===== src/rtl/pipelined_control_unit.sv =====
// rtl/pipelined_control_unit.sv - RV32I five-stage control decode, branch resolve and hazard unit
//
// Decodes the D-stage instruction, carries control through E/M/W registers,
// resolves branches/jal in E and produces stall/flush/forwarding controls.
//
// Ports:
//   clk, rst                      clock, synchronous active-high reset
//   instr_d, valid_d              D-stage instruction and its valid flag
//   zero_e, lt_e, ltu_e           E-stage ALU compare flags
//   alusrc_e, alucontrol_e        E-stage ALU controls
//   pcsrc_e                       PC redirect (taken branch or jal)
//   memwrite_m, memread_m, rd_m   M-stage memory controls and destination
//   regwrite_w, resultsrc_w, rd_w W-stage writeback controls and destination
//   forward_a_e, forward_b_e      operand forwarding selects
//   stall_f, stall_d, flush_d,
//   flush_e                       hazard controls
//   illegal_d                     unsupported valid D-stage instruction
module pipelined_control_unit #(
    parameter int RA_W   = 5,
    parameter int FWD_EN = 1,
    parameter int BR_EXT = 1
) (
    input  logic            clk,
    input  logic            rst,
    input  logic [31:0]     instr_d,
    input  logic            valid_d,
    input  logic            zero_e,
    input  logic            lt_e,
    input  logic            ltu_e,
    output logic            alusrc_e,
    output logic [2:0]      alucontrol_e,
    output logic            pcsrc_e,
    output logic [1:0]      memwrite_m,
    output logic [2:0]      memread_m,
    output logic            regwrite_w,
    output logic [1:0]      resultsrc_w,
    output logic [RA_W-1:0] rd_m,
    output logic [RA_W-1:0] rd_w,
    output logic [1:0]      forward_a_e,
    output logic [1:0]      forward_b_e,
    output logic            stall_f,
    output logic            stall_d,
    output logic            flush_d,
    output logic            flush_e,
    output logic            illegal_d
);
    localparam logic [6:0] OP_R   = 7'b0110011;
    localparam logic [6:0] OP_I   = 7'b0010011;
    localparam logic [6:0] OP_LUI = 7'b0110111;
    localparam logic [6:0] OP_JAL = 7'b1101111;
    localparam logic [6:0] OP_BR  = 7'b1100011;
    localparam logic [6:0] OP_ST  = 7'b0100011;
    localparam logic [6:0] OP_LD  = 7'b0000011;

    localparam logic [2:0] ALU_ADD = 3'b000, ALU_SUB = 3'b001, ALU_AND = 3'b010,
                           ALU_OR  = 3'b011, ALU_PASSB = 3'b100, ALU_SLT = 3'b101,
                           ALU_XOR = 3'b110, ALU_SRL = 3'b111;

    localparam logic [1:0] RES_ALU = 2'b00, RES_MEM = 2'b01, RES_PC4 = 2'b10;

    logic [6:0] w_opcode;
    logic [2:0] w_funct3;
    logic       w_funct7_5;
    logic       w_unused;

    assign w_opcode   = instr_d[6:0];
    assign w_funct3   = instr_d[14:12];
    assign w_funct7_5 = instr_d[30];
    assign w_unused   = ^{instr_d[31], instr_d[29:7]};

    logic       w_legal, w_rri_ok;
    logic       w_regwrite, w_jump, w_branch, w_alusrc, w_use_rs1, w_use_rs2;
    logic [1:0] w_resultsrc, w_memwrite;
    logic [2:0] w_memread, w_alucontrol, w_alu_rri;
    logic [RA_W-1:0] w_rd_d, w_rs1_d, w_rs2_d;

    // ALU op shared by R-type and I-ALU; sll/sltu func3 are not supported
    always_comb begin
        w_rri_ok  = 1'b1;
        w_alu_rri = ALU_ADD;
        case (w_funct3)
            3'b000:  w_alu_rri = (w_opcode == OP_R && w_funct7_5) ? ALU_SUB : ALU_ADD;
            3'b010:  w_alu_rri = ALU_SLT;
            3'b100:  w_alu_rri = ALU_XOR;
            3'b101:  w_alu_rri = ALU_SRL;
            3'b110:  w_alu_rri = ALU_OR;
            3'b111:  w_alu_rri = ALU_AND;
            default: w_rri_ok  = 1'b0;
        endcase
    end

    always_comb begin
        w_legal      = 1'b0;
        w_regwrite   = 1'b0;
        w_resultsrc  = RES_ALU;
        w_memwrite   = 2'b00;
        w_memread    = 3'b000;
        w_jump       = 1'b0;
        w_branch     = 1'b0;
        w_alusrc     = 1'b0;
        w_alucontrol = ALU_ADD;
        w_use_rs1    = 1'b0;
        w_use_rs2    = 1'b0;
        case (w_opcode)
            OP_R: begin
                w_legal = w_rri_ok; w_regwrite = 1'b1; w_alucontrol = w_alu_rri;
                w_use_rs1 = 1'b1; w_use_rs2 = 1'b1;
            end
            OP_I: begin
                w_legal = w_rri_ok; w_regwrite = 1'b1; w_alusrc = 1'b1;
                w_alucontrol = w_alu_rri; w_use_rs1 = 1'b1;
            end
            OP_LUI: begin
                w_legal = 1'b1; w_regwrite = 1'b1; w_alusrc = 1'b1; w_alucontrol = ALU_PASSB;
            end
            OP_JAL: begin
                w_legal = 1'b1; w_regwrite = 1'b1; w_resultsrc = RES_PC4; w_jump = 1'b1;
            end
            OP_BR: begin
                // func3 010/011 are never branches; without BR_EXT only beq/bne
                w_legal = (BR_EXT != 0) ? (w_funct3[2:1] != 2'b01) : (w_funct3[2:1] == 2'b00);
                w_branch = 1'b1; w_alucontrol = ALU_SUB;
                w_use_rs1 = 1'b1; w_use_rs2 = 1'b1;
            end
            OP_ST: begin
                w_legal = !w_funct3[2] && (w_funct3[1:0] != 2'b11);
                w_memwrite = w_funct3[1:0] + 2'd1;
                w_alusrc = 1'b1; w_use_rs1 = 1'b1; w_use_rs2 = 1'b1;
            end
            OP_LD: begin
                w_legal = 1'b1; w_regwrite = 1'b1; w_resultsrc = RES_MEM;
                w_alusrc = 1'b1; w_use_rs1 = 1'b1;
                case (w_funct3)
                    3'b000:  w_memread = 3'b001;
                    3'b001:  w_memread = 3'b010;
                    3'b010:  w_memread = 3'b000;
                    3'b100:  w_memread = 3'b011;
                    3'b101:  w_memread = 3'b100;
                    default: w_legal   = 1'b0;
                endcase
            end
            default: w_legal = 1'b0;
        endcase
        // Invalid or unsupported instructions decode as a bubble
        if (!(valid_d && w_legal)) begin
            w_regwrite   = 1'b0;
            w_resultsrc  = RES_ALU;
            w_memwrite   = 2'b00;
            w_memread    = 3'b000;
            w_jump       = 1'b0;
            w_branch     = 1'b0;
            w_alusrc     = 1'b0;
            w_alucontrol = ALU_ADD;
            w_use_rs1    = 1'b0;
            w_use_rs2    = 1'b0;
        end
    end

    assign illegal_d = valid_d & ~w_legal;

    // Unused fields are zeroed so x0 semantics cover "no dependency"
    assign w_rd_d  = w_regwrite ? instr_d[7 +: RA_W]  : '0;
    assign w_rs1_d = w_use_rs1  ? instr_d[15 +: RA_W] : '0;
    assign w_rs2_d = w_use_rs2  ? instr_d[20 +: RA_W] : '0;

    logic            r_regwrite_e, r_jump_e, r_branch_e, r_alusrc_e;
    logic [1:0]      r_resultsrc_e, r_memwrite_e;
    logic [2:0]      r_memread_e, r_alucontrol_e, r_funct3_e;
    logic [RA_W-1:0] r_rd_e, r_rs1_e, r_rs2_e;
    logic            r_regwrite_m, r_regwrite_w;
    logic [1:0]      r_resultsrc_m, r_memwrite_m, r_resultsrc_w;
    logic [2:0]      r_memread_m;
    logic [RA_W-1:0] r_rd_m, r_rd_w;

    always_ff @(posedge clk) begin
        if (rst || flush_e) begin
            r_regwrite_e <= 1'b0; r_resultsrc_e <= RES_ALU; r_memwrite_e <= 2'b00;
            r_memread_e <= 3'b000; r_jump_e <= 1'b0; r_branch_e <= 1'b0;
            r_alusrc_e <= 1'b0; r_alucontrol_e <= ALU_ADD; r_funct3_e <= 3'b000;
            r_rd_e <= '0; r_rs1_e <= '0; r_rs2_e <= '0;
        end else begin
            r_regwrite_e <= w_regwrite; r_resultsrc_e <= w_resultsrc; r_memwrite_e <= w_memwrite;
            r_memread_e <= w_memread; r_jump_e <= w_jump; r_branch_e <= w_branch;
            r_alusrc_e <= w_alusrc; r_alucontrol_e <= w_alucontrol; r_funct3_e <= w_funct3;
            r_rd_e <= w_rd_d; r_rs1_e <= w_rs1_d; r_rs2_e <= w_rs2_d;
        end
    end

    always_ff @(posedge clk) begin
        if (rst) begin
            r_regwrite_m <= 1'b0; r_resultsrc_m <= RES_ALU; r_memwrite_m <= 2'b00;
            r_memread_m <= 3'b000; r_rd_m <= '0;
            r_regwrite_w <= 1'b0; r_resultsrc_w <= RES_ALU; r_rd_w <= '0;
        end else begin
            r_regwrite_m <= r_regwrite_e; r_resultsrc_m <= r_resultsrc_e;
            r_memwrite_m <= r_memwrite_e; r_memread_m <= r_memread_e; r_rd_m <= r_rd_e;
            r_regwrite_w <= r_regwrite_m; r_resultsrc_w <= r_resultsrc_m; r_rd_w <= r_rd_m;
        end
    end

    logic w_cond, w_dep_e, w_dep_m, w_hazard;

    always_comb begin
        w_cond = 1'b0;
        case (r_funct3_e)
            3'b000:  w_cond = zero_e;
            3'b001:  w_cond = ~zero_e;
            3'b100:  w_cond = lt_e;
            3'b101:  w_cond = ~lt_e;
            3'b110:  w_cond = ltu_e;
            3'b111:  w_cond = ~ltu_e;
            default: w_cond = 1'b0;
        endcase
    end

    assign pcsrc_e = r_jump_e | (r_branch_e & w_cond);

    assign w_dep_e = (r_rd_e != '0) && (r_rd_e == w_rs1_d || r_rd_e == w_rs2_d);
    assign w_dep_m = (r_rd_m != '0) && (r_rd_m == w_rs1_d || r_rd_m == w_rs2_d);

    // With forwarding only a load in E needs a bubble; without it every E/M writer does
    assign w_hazard = (FWD_EN != 0)
                    ? (r_regwrite_e && (r_resultsrc_e == RES_MEM) && w_dep_e)
                    : ((r_regwrite_e && w_dep_e) || (r_regwrite_m && w_dep_m));

    // A redirect discards D anyway, so it overrides any stall
    assign stall_f = w_hazard & ~pcsrc_e;
    assign stall_d = w_hazard & ~pcsrc_e;
    assign flush_d = pcsrc_e;
    assign flush_e = pcsrc_e | w_hazard;

    always_comb begin
        forward_a_e = 2'b00;
        forward_b_e = 2'b00;
        if (FWD_EN != 0) begin
            if (r_regwrite_m && r_rd_m != '0 && r_rd_m == r_rs1_e)      forward_a_e = 2'b10;
            else if (r_regwrite_w && r_rd_w != '0 && r_rd_w == r_rs1_e) forward_a_e = 2'b01;
            if (r_regwrite_m && r_rd_m != '0 && r_rd_m == r_rs2_e)      forward_b_e = 2'b10;
            else if (r_regwrite_w && r_rd_w != '0 && r_rd_w == r_rs2_e) forward_b_e = 2'b01;
        end
    end

    assign alusrc_e     = r_alusrc_e;
    assign alucontrol_e = r_alucontrol_e;
    assign memwrite_m   = r_memwrite_m;
    assign memread_m    = r_memread_m;
    assign rd_m         = r_rd_m;
    assign regwrite_w   = r_regwrite_w;
    assign resultsrc_w  = r_resultsrc_w;
    assign rd_w         = r_rd_w;
endmodule


===== config.mk =====
export PLATFORM = sky130hd
export DESIGN_NAME = pipelined_control_unit
export DESIGN_NICKNAME = d
export VERILOG_FILES = /design/src/rtl/pipelined_control_unit.sv
export SDC_FILE = /design/constraint.sdc
export NUM_CORES = 1
export LEC_CHECK = 0
export BUFFER_PORTS_ARGS = -buffer_cell sky130_fd_sc_hd__buf_2
export CAP_MARGIN = 40
export CORE_ASPECT_RATIO = 0.6
export CORE_MARGIN = 2
export CORE_UTILIZATION = 30
export CTS_CLUSTER_DIAMETER = 200
export DETAILED_ROUTE_END_ITERATION = 16
export GPL_TIMING_DRIVEN = 0
export HOLD_SLACK_MARGIN = 0.12
export PLACE_DENSITY = 0.59
export SLEW_MARGIN = 10
export SYNTH_ARGS = -nofsm -noshare
export SYNTH_HDL_FRONTEND = slang
export SYNTH_SLANG_ARGS = --single-unit

===== constraint.sdc =====
create_clock -name clk -period 3.48 [get_ports clk]
set_clock_uncertainty 0.2 [all_clocks]
set_input_delay 0.696 -clock clk [delete_from_list [all_inputs] [get_ports clk]]
set_output_delay 0.696 -clock clk [all_outputs]
set_load 0.02 [all_outputs]

==> impl_metrics.ini <==
[layout]
final_area_sq_um = 3320
antennaDiodeCount = 0
final_cell_mix = 58 x buf_2, 52 x dfxtp_1, 21 x nor4_1
layout_commonest_cell = buf_2
fin_util_pct = 41.9
area_growth_pct = 35.2
fin_cells = 461
fillers = 807
drive_gt1_share_pct = 32.3
nets = 395

[route]
wire_per_inst_um = 15.6
postRouteWirelength_mm = 7.20
firstDrtPassIters = 4
drc = 0
detail-route-antenna-nets = 0
vias = 2278
avgViaCountPerCell = 4.94
drtIter0Drc = 244

[clock_network]
htreeDepth = 2
cts_buffers = 5
clock_path_buffers = 2
root_buffer = clkbuf_16
cts_tree = yes
insertion_delay_ns = 0.30
numClockSinks = 52
clk_pin_slew_ns = 0.07

[yosys]
syn_inst = 271
syn_area_sq_um = 2450
avgSynthCellArea_sq_um = 9.05
syn_nets = 314
synth-seq-cells = 52
synth_ff_type = dfxtp_1
synth-seq-area-share_pct = 42.4
ys_types = 56
async_flop_share_pct = 0
yosysWarnings = 0
synth_edf_count = 0

[floorplanning]
fp.dieW_um = 121
num_rows = 25
core-area_sq_um = 7910
floorplan.die_area_sq_um = 8940
initial_core_util_pct = 31.0
die_h_um = 74.1
io_pins = 70

[sta]
grt_setup_unrepaired = yes
slew_headroom_pct = 62.0
worst_slew_pin_slew_ns = 0.565
hold_viol_final = 0
final_max_slew_viol_count = 0
setup_viol = 3
max_freq_ghz = 0.256
min_period_ns = 3.90
layout_setup_ws_ns = -0.421
min_period_over_period_pct = 112

[power]
total_leakage_power_nw = 1.48
ir_worst_vdd_v = 0.000175
pwr_density_cell_nw_per_um2 = 385
power_w = 0.00128

[setup_path]
rr_worst_depth = 8
crit_start = instr_d[13]
r2r_setup_slack_ns = 0.55
r2r-start = r_funct3_e[2]
startpoint_type = primary input
required_ns = 2.58
reg2reg_to = r_branch_e
path_cells = buf_12, inv_12, ha_4, or3b_4, a21oi_4, a211oi_4, buf_4, o21a_1, o221a_2, nand4_1, o21ai_2, buf_6, and2b_2, buf_6, buf_6
crit_buf_inv = 6
crit_end = stall_f
cp-end-kind = primary output
cpMaxStageDelayCell = or3b_4
cpMostUsedCell = buf_6
crit_fanout = 7
critPathKind = in -> out
cp_top_family = compound AO/OA/AOI/OAI gates
worstPathArrival_ns = 3.01
cp.depth = 15
slowest_delay_ns = 0.41

[grt]
grt_usage_pct = 16.5
grt_pass1_vias = 2105
grt_max_degree = 17
grt-ovfl-total = 0
antenna_found_initial = 0
grt_pass1_wl_mm = 11.2

[flow_run]
max_cap_violations = 0

[placement]
dpl-instance-area_sq_um = 2980
hpwlAfterDp_mm = 5.33
numPortBuffers = 62
dp.cells = 441
gp_congestion = 0.884

[outcome]
status = finished with violations
violations = negative setup slack

[worst_hold_path]
hp-class = reg -> reg
## flip-flops by register name, indices dropped and copies added (netlist names), 2 cells and up
name,count
r_memwrite_e,2
r_rs1_e,5
r_rd_e,5
r_funct3_e,3
r_memread_e,3
rd_m,5
alucontrol_e,3
memwrite_m,2
rd_w,5
r_rs2_e,5
resultsrc_w,2
memread_m,3
r_resultsrc_m,2
## cell type report
cell class                      count  area (sq um)  share of cell area (%)
Buffer                             14          96.3                    2.90
Clock buffer                        6           129                    3.89
Clock inverter                      2          38.8                    1.17
Inverter                           11          61.3                    1.85
Multi-Input combinational cell    193          1370                    41.2
Sequential cell                    52          1040                    31.4
Tap cell                          108           135                    4.07
Timing Repair Buffer               75           450                    13.6
## worst reg2reg max path: cells and delay by family (launching register included)
| family | cells | cell delay [ns] |
|---|---|---|
| buffers and inverters | 1 | 0.35 |
| xor gates and xnor gates | 1 | 0.15 |
| and+or+nand+nor | 3 | 1.08 |
| AOI/OAI and AO/OA | 2 | 0.39 |
| DFF | 1 | 0.36 |
| muxes | 1 | 0.24 |
## metrics by stage
step	setup TNS [ns]	hold WS (ns)	setup WS, ns
after CTS	-1.18	0.242	-0.439
after detailed placement	-2.29	0.225	-0.766
after floorplan	-0.616	0.214	-0.296
after global placement	-2.20	0.226	-0.741
final	-1.13	0.240	-0.421
after global routing	-1.32	0.267	-0.484
## worst min-delay path by stage
stage	from	end	slack [ns]	depth (start not counted)
after floorplan	r_memread_e[0]	memread_m[0]	0.21	1
after global placement	r_resultsrc_m[1]	resultsrc_w[1]	0.23	1
after detailed placement	r_resultsrc_m[1]	resultsrc_w[1]	0.23	1
after CTS	r_resultsrc_m[1]	resultsrc_w[1]	0.24	1
after global routing	r_memread_e[2]	memread_m[2]	0.27	1
final	r_resultsrc_m[1]	resultsrc_w[1]	0.24	1
## cells by family after synthesis
logic type	after synthesis	share of synthesized area, %
adders and majority gates	5	2.55
xor gates and xnor gates	23	8.21
DFF	52	42.4
AOI/OAI and AO/OA	39	11.4
buffers and inverters	26	5.46
muxes	3	1.33
and+or+nand+nor	123	28.7
## Yosys cell counts (2+ instances only)
library cell	n	area, sq um
nand3b_1	4	30.0
a21oi_1	5	25.0
a211oi_1	2	15.0
nor4_1	21	131
xnor2_1	7	61.3
clkbuf_1	6	22.5
o21ai_0	9	45.0
nand4_1	3	18.8
nor2b_1	19	119
nand3_1	6	30.0
inv_1	11	41.3
ha_1	5	62.6
buf_6	3	33.8
nor4b_1	2	17.5
buf_4	3	22.5
nor3_1	10	50.1
o22ai_1	3	18.8
xor2_1	16	140
or2_2	4	25.0
or4_1	6	45.0
nand2_1	20	75.1
dfxtp_1	52	1040
o2111ai_1	4	35.0
nand2b_1	3	18.8
nor2_1	16	60.1
## repair_timing
item,in CTS,in global routing
resized for setup,21,1
pin swaps,9,2
setup buffers,10,3
endpoints found under the setup margin,3,3
hold buffers,0,0
## routing by layer
metal / up-vias / part of all wire [%] / track usage [%] / routed length [um]
met4: 0 / 0.81 / 4.01 / 58
met1: 1038 / 52 / 25.6 / 3770
li1: 1130 / - / - / -
met5: - / 0 / 0 / 0
met3: 8 / 9.8 / 4.52 / 703
met2: 102 / 37 / 22.0 / 2670
## where the power goes
group	internal (W)	switching, W	leakage [nW]
Sequential	0.000597	0.00000148	0.419
Combinational	0.0000479	0.0000612	0.975
Clock	0.000343	0.000228	0.0815
Note: power is estimated with default switching activity, not from simulation.
